### src/rtl/i_format_ctrl_fsm.sv
// ============================================================================
// Module      : i_format_ctrl_fsm
// Description : Multi-cycle FETCH/DECODE/EXEC/MEM/WB sequencer for an I-format
//               datapath with a data-memory handshake timeout and retire count.
// Revision    : 1.0
// ============================================================================
`default_nettype none

module i_format_ctrl_fsm #(
    parameter int MEM_TIMEOUT = 15,
    parameter int CNT_W       = 16
) (
    input  logic             clk,
    input  logic             rst_n,
    input  logic             start,
    input  logic [31:0]      instr,
    input  logic             zero,
    input  logic             mem_ready,
    output logic             ir_load,
    output logic [2:0]       alu_op,
    output logic             alu_src_imm,
    output logic             ext_sign,
    output logic             rf_we,
    output logic [4:0]       rf_waddr,
    output logic             rf_wsel_mem,
    output logic             dm_re,
    output logic             dm_we,
    output logic             pc_we,
    output logic             pc_sel_branch,
    output logic             busy,
    output logic             done,
    output logic             illegal,
    output logic             mem_err,
    output logic [CNT_W-1:0] retired
);

    localparam logic [2:0] S_IDLE   = 3'd0;
    localparam logic [2:0] S_FETCH  = 3'd1;
    localparam logic [2:0] S_DECODE = 3'd2;
    localparam logic [2:0] S_EXEC   = 3'd3;
    localparam logic [2:0] S_MEM    = 3'd4;
    localparam logic [2:0] S_WB     = 3'd5;
    localparam logic [2:0] S_ERR    = 3'd6;

    localparam logic [5:0] c_OP_BEQ  = 6'h04;
    localparam logic [5:0] c_OP_BNE  = 6'h05;
    localparam logic [5:0] c_OP_ADDI = 6'h08;
    localparam logic [5:0] c_OP_SLTI = 6'h0A;
    localparam logic [5:0] c_OP_ANDI = 6'h0C;
    localparam logic [5:0] c_OP_ORI  = 6'h0D;
    localparam logic [5:0] c_OP_LW   = 6'h23;
    localparam logic [5:0] c_OP_SW   = 6'h2B;

    localparam logic [2:0] c_ALU_ADD = 3'b000;
    localparam logic [2:0] c_ALU_SUB = 3'b001;
    localparam logic [2:0] c_ALU_AND = 3'b010;
    localparam logic [2:0] c_ALU_OR  = 3'b011;
    localparam logic [2:0] c_ALU_SLT = 3'b100;

    localparam logic [7:0] c_TIMEOUT = 8'(MEM_TIMEOUT);

    logic [2:0]       r_state;
    logic [2:0]       w_next;
    logic [31:0]      r_ir;
    logic [7:0]       r_tcnt;
    logic [CNT_W-1:0] r_retired;

    logic [5:0] w_opc;
    logic       w_legal;
    logic       w_is_br;
    logic       w_is_beq;
    logic       w_is_lw;
    logic       w_is_sw;
    logic [2:0] w_alu_op;
    logic       w_src_imm;
    logic       w_ext_sign;
    logic       w_timeout;
    logic       w_retire;
    logic       w_unused_ir;

    assign w_opc       = r_ir[31:26];
    assign w_timeout   = (r_tcnt == c_TIMEOUT);
    assign w_unused_ir = ^{r_ir[25:21], r_ir[15:0]};

    always_comb begin
        w_legal    = 1'b1;
        w_is_br    = 1'b0;
        w_is_beq   = 1'b0;
        w_is_lw    = 1'b0;
        w_is_sw    = 1'b0;
        w_alu_op   = c_ALU_ADD;
        w_src_imm  = 1'b1;
        w_ext_sign = 1'b1;
        case (w_opc)
            c_OP_ADDI: w_alu_op = c_ALU_ADD;
            c_OP_SLTI: w_alu_op = c_ALU_SLT;
            c_OP_ANDI: begin w_alu_op = c_ALU_AND; w_ext_sign = 1'b0; end
            c_OP_ORI:  begin w_alu_op = c_ALU_OR;  w_ext_sign = 1'b0; end
            c_OP_LW:   w_is_lw = 1'b1;
            c_OP_SW:   w_is_sw = 1'b1;
            c_OP_BEQ, c_OP_BNE: begin
                w_is_br   = 1'b1;
                w_is_beq  = (w_opc == c_OP_BEQ);
                w_alu_op  = c_ALU_SUB;
                w_src_imm = 1'b0;
            end
            default:   w_legal = 1'b0;
        endcase
    end

    // State register
    always_ff @(posedge clk or negedge rst_n) begin
        if (!rst_n) r_state <= S_IDLE;
        else        r_state <= w_next;
    end

    // Next-state logic
    always_comb begin
        w_next = r_state;
        case (r_state)
            S_IDLE:   if (start) w_next = S_FETCH;
            S_FETCH:  w_next = S_DECODE;
            S_DECODE: w_next = w_legal ? S_EXEC : S_ERR;
            S_EXEC: begin
                if (w_is_br)                w_next = S_IDLE;
                else if (w_is_lw || w_is_sw) w_next = S_MEM;
                else                        w_next = S_WB;
            end
            S_MEM: begin
                if (w_timeout)      w_next = S_IDLE;
                else if (mem_ready) w_next = w_is_lw ? S_WB : S_IDLE;
            end
            S_WB:     w_next = S_IDLE;
            S_ERR:    w_next = S_IDLE;
            default:  w_next = S_IDLE;
        endcase
    end

    // Output logic
    always_comb begin
        ir_load       = 1'b0;
        alu_op        = 3'b000;
        alu_src_imm   = 1'b0;
        ext_sign      = 1'b0;
        rf_we         = 1'b0;
        rf_wsel_mem   = 1'b0;
        dm_re         = 1'b0;
        dm_we         = 1'b0;
        pc_we         = 1'b0;
        pc_sel_branch = 1'b0;
        done          = 1'b0;
        illegal       = 1'b0;
        mem_err       = 1'b0;
        if (r_state == S_EXEC || r_state == S_MEM || r_state == S_WB) begin
            alu_op      = w_alu_op;
            alu_src_imm = w_src_imm;
            ext_sign    = w_ext_sign;
        end
        case (r_state)
            S_FETCH: ir_load = 1'b1;
            S_EXEC: begin
                if (w_is_br) begin
                    pc_we         = 1'b1;
                    done          = 1'b1;
                    pc_sel_branch = w_is_beq ? zero : !zero;
                end
            end
            S_MEM: begin
                // Timeout wins over a late ack so the abort cycle is deterministic
                if (w_timeout) begin
                    mem_err = 1'b1;
                    done    = 1'b1;
                    pc_we   = 1'b1;
                end else begin
                    dm_re = w_is_lw;
                    dm_we = w_is_sw;
                    if (mem_ready && w_is_sw) begin
                        pc_we = 1'b1;
                        done  = 1'b1;
                    end
                end
            end
            S_WB: begin
                rf_we       = 1'b1;
                rf_wsel_mem = w_is_lw;
                pc_we       = 1'b1;
                done        = 1'b1;
            end
            S_ERR: begin
                illegal = 1'b1;
                done    = 1'b1;
                pc_we   = 1'b1;
            end
            default: ;
        endcase
    end

    assign w_retire = done && !illegal && !mem_err;

    always_ff @(posedge clk or negedge rst_n) begin
        if (!rst_n) begin
            r_ir      <= 32'd0;
            r_tcnt    <= 8'd0;
            r_retired <= '0;
        end else begin
            if (r_state == S_FETCH) r_ir <= instr;
            if (r_state == S_EXEC)
                r_tcnt <= 8'd0;
            else if (r_state == S_MEM && !mem_ready && !w_timeout)
                r_tcnt <= r_tcnt + 8'd1;
            if (w_retire) r_retired <= r_retired + CNT_W'(1);
        end
    end

    assign rf_waddr = r_ir[20:16];
    assign busy     = (r_state != S_IDLE);
    assign retired  = r_retired;

endmodule

`default_nettype wire
### config.mk
export PLATFORM = sky130hd
export DESIGN_NAME = i_format_ctrl_fsm
export DESIGN_NICKNAME = d
export VERILOG_FILES = /design/src/rtl/i_format_ctrl_fsm.sv
export SDC_FILE = /design/constraint.sdc
export NUM_CORES = 1
export LEC_CHECK = 0
export BUFFER_PORTS_ARGS = -buffer_cell sky130_fd_sc_hd__buf_2
export CAP_MARGIN = 15
export CORE_MARGIN = 1
export CORE_UTILIZATION = 30
export CTS_CLUSTER_DIAMETER = 60
export CTS_CLUSTER_SIZE = 24
export DETAILED_ROUTE_END_ITERATION = 10
export GPL_TIMING_DRIVEN = 0
export SLEW_MARGIN = 20
export SYNTH_ARGS = -nofsm -noshare
export SYNTH_HDL_FRONTEND = slang
export SYNTH_SLANG_ARGS = --single-unit
### constraint.sdc
create_clock -name clk -period 3.7 [get_ports clk]
set_input_delay 0.74 -clock clk [delete_from_list [all_inputs] [get_ports clk]]
set_output_delay 0.74 -clock clk [all_outputs]
set_load 0.02 [all_outputs]
==> metrics.log <==
[metrics] outcome: finished clean
[metrics] reg-to-reg setup timing slack: 1570 ps
[metrics] antenna violation net count after detailed routing: 0
[metrics] Fillers: 718
[metrics] Tightest Pin Transition: 879 ps
[metrics] cell at the root of the clock tree: sky130_fd_sc_hd__clkbuf_8
[metrics] Relative slew margins: 0.414
[metrics] clock tree from TritonCTS: done
[metrics] total DRC errors in the routed layout: 0
[metrics] CTS-repair resized insts: 0
[metrics] number of sinks driven by the clock tree: 38
[metrics] total negative slack for setup checks: 0 ps
[metrics] total die area: 7630 um^2
[metrics] maximum operating frequency: 352 MHz
[metrics] final critical path time including I/O delays and setup: 2840 ps
[metrics] standard cell area after detailed placement: 2560 um^2
[metrics] count of buffers inserted at the top-level ports: 52
[metrics] count of pins over their slew limit: 0
[metrics] die height: 87.3 um
[metrics] ys async rst share: 1.00
[metrics] cell area after layout: 2660 um^2
[metrics] sum of internal, switching and leakage power: 1.80 mW
[metrics] fraction of layout instances using a drive strength above 1: 0.402
[metrics] largest net degree at the start of global routing: 39
[metrics] final clock period utilization by the worst path: 0.767
[metrics] arrival time at the worst endpoint: 2100 ps
[metrics] number of maximum-capacitance constraint violations: 0
[metrics] Worst-Skew Late Latency: 290 ps
[metrics] Remaining Overflow, GRT: 0
[metrics] peak ir drop on the vdd network: 342 uV
[metrics] average instance area after synthesis: 11.0 um^2
[metrics] Synth Net Count: 238
[metrics] number of instances in the synthesized netlist: 199
[metrics] Synth Warn #: 0
[metrics] initial cell density of the core: 0.316
[metrics] path class of the lowest-slack min-delay path: reg2reg
[metrics] final weighted congestion in routability-driven placement: 0.818
[metrics] top cells by area, synth: sky130_fd_sc_hd__dfrtp_1, sky130_fd_sc_hd__xor2_1, sky130_fd_sc_hd__mux2_2
[metrics] Power Density: 677 nW/um^2
[metrics] cell taking the most area after synthesis: sky130_fd_sc_hd__dfrtp_1
[metrics] CP peak stage delay: 480 ps
[metrics] count of nets after finishing: 297
[metrics] Die Span X: 87.3 um
[metrics] class of the most critical setup path: reg2out
[metrics] detailed-route wire length per cell: 12.9 um
[metrics] router iterations before antenna repair: 4
[metrics] minimum setup slack in the final design: 861 ps
[metrics] skew final: 5.35 ps
[metrics] element type at the critical path start: flop
[metrics] endpoint required time on the critical path: 2960 ps
[metrics] post-synthesis instance area: 2180 um^2
[metrics] global-route usage over all layers: 0.129
[metrics] clock transition time at the flip-flop clock pins of the worst setup and hold paths: 80 ps
[metrics] first-pass GRT wire length: 7.64 mm
[metrics] area share of the largest cell type after synthesis: 0.435
[metrics] Worst Hold Endpoint: retired[15]$_DFFE_PN0P_
[metrics] leading cell types by count after synthesis: sky130_fd_sc_hd__dfrtp_1, sky130_fd_sc_hd__nor2_1, sky130_fd_sc_hd__xor2_1
[metrics] area taken by flip-flops and latches: 951 um^2
[metrics] number of antenna violations at the first check in global routing: 0
[metrics] minimum setup slack after placement: 1090 ps
[metrics] R2R Path Start: r_tcnt[0]$_DFFE_PN0P_
[metrics] CTS buffer count: 5
[metrics] top-count cell post-synth: sky130_fd_sc_hd__dfrtp_1
[metrics] DRC violation total after the first TritonRoute iteration: 54
[metrics] detail-routed via count per cell: 4.79
[metrics] HPWL Detailed: 3.42 mm
[metrics] biggest fanout along the worst timing path: 10
[metrics] vias in the first global route: 1621
[metrics] number of flops mapped to enable cells by yosys: 0
[metrics] final hold viol count: 0
[metrics] maximum clock insertion buffer count: 2
[metrics] min-delay src: retired[15]$_DFFE_PN0P_
[metrics] final count of negative-setup-slack endpoints: 0
[metrics] critical-path cell with the highest stage delay: sky130_fd_sc_hd__dfrtp_1
[metrics] cell row count: 30
[metrics] Top-Level Pins: 74
[metrics] count of cell types in the netlist: 47
[metrics] kind of end point of the critical path: output port
[metrics] Post-synth top flop: sky130_fd_sc_hd__dfrtp_1
[metrics] Post-CTS Repair Setup Buffers: 0
[metrics] diodes inserted: 0
[metrics] sequential fraction of the synthesis area: 0.435
[metrics] number of cells on the worst hold path: 1
[metrics] vias after detailed routing: 1700
[metrics] static leakage: 1.11 nW
[metrics] area of the multi-input gates: 1110 um^2
[metrics] worst reg2reg path depth: 7
[metrics] number of buffers inserted by hold repair at cts: 0
[metrics] H-Tree Level Count: 2
[metrics] layout overhead on the synthesized area: 21.8%
[metrics] Worst R2R End: retired[1]$_DFFE_PN0P_
[metrics] RSZ-0062 raised after global routing: no
[metrics] total wire length: 4.57 mm
[metrics] cell-by-cell listing of the critical path: nor4b_4, and2b_2, a21oi_4, buf_6, o31ai_1, buf_4, buf_2
[metrics] placeable core region: 6910 um^2
[metrics] FF+latch count, synth: 38
[metrics] worst hold-check slack: 477 ps
==> sequential cells by signal, indices dropped and copies added (netlist names) <==
name,cells
r_ir,11
r_tcnt,8
retired,16
r_state,3
==> final cells by class <==
cell class	count	area share
Buffer	15	0.0376
Clock buffer	6	0.0310
Clock inverter	2	0.00470
Inverter	6	0.00847
Multi-Input combinational cell	140	0.418
Sequential cell	38	0.357
Tap cell	96	0.0452
Timing Repair Buffer	52	0.0978
==> stage by stage <==
stage                     instances  utilization
after detailed placement        347        0.371
after CTS                       355        0.385
after global routing            355        0.385
after global placement          347        0.371
after floorplan                 199            -
final                           355        0.385
==> how the worst max path moves through the flow <==
stage | start | to | cells after the start
2_1_floorplan | r_tcnt[0]$_DFFE_PN0P_ | pc_we | 6
3_5_place_dp | mem_ready | pc_we | 7
6_report | r_ir[30]$_DFFE_PN0P_ | pc_we | 7
5_1_grt | r_ir[30]$_DFFE_PN0P_ | pc_we | 7
4_1_cts | r_ir[30]$_DFFE_PN0P_ | pc_we | 7
3_3_place_gp | mem_ready | pc_we | 7
==> cell families (layout without fill, tap and decap cells) <==
family,Yosys count,after routing,synth area share
AOI/OAI and AO/OA,29,29,0.140
xor gates and xnor gates,24,24,0.0962
adders and majority gates,2,2,0.0115
buffers and inverters,21,81,0.0561
DFF,38,38,0.435
muxes,14,14,0.0710
and+or+nand+nor,71,71,0.190
==> metal layers <==
layer / global-route usage / up-vias / wire length, um
met4: 0.0402 / 0 / 52
met3: 0.0417 / 5 / 259
met2: 0.199 / 37 / 2100
li1: - / 824 / -
met5: 0 / - / 0
met1: 0.172 / 834 / 2160
==> power breakdown <==
part / switching [mW] / leakage (nW) / internal (mW) / total (mW)
Clock: 0.150 / 0.0472 / 0.150 / 0.299
Sequential: 0.122 / 0.440 / 0.546 / 0.667
Combinational: 0.470 / 0.621 / 0.364 / 0.834
==> worst max-delay path, delay by kind of cell (launching register included) <==
family                 cells  cell delay [ps]
AO/OA/AOI/OAI              2              230
buffers and inverters      3              490
flip-flops                 1              480
AND/OR/NAND/NOR            2              620
==> placed cells by master (no fill, tap or decap), drive strengths merged, types with 2 or more instances in the layout <==
| cell type | count |
|---|---|
| buf | 66 |
| dfrtp | 38 |
| nor2 | 21 |
| xor2 | 18 |
| mux2 | 12 |
| nand2 | 10 |
| nand3 | 9 |
| a2111oi | 8 |
| and3 | 7 |
| a21oi | 7 |
| a211oi | 7 |
| clkbuf | 7 |
| inv | 6 |
| xnor2 | 6 |
| nor3 | 5 |
| o21ai | 3 |
| nand4b | 2 |
| or2 | 2 |
| nand4 | 2 |
| mux2i | 2 |
| ha | 2 |
| or3b | 2 |
| nor3b | 2 |
Note: power is estimated with default switching activity, not from simulation.
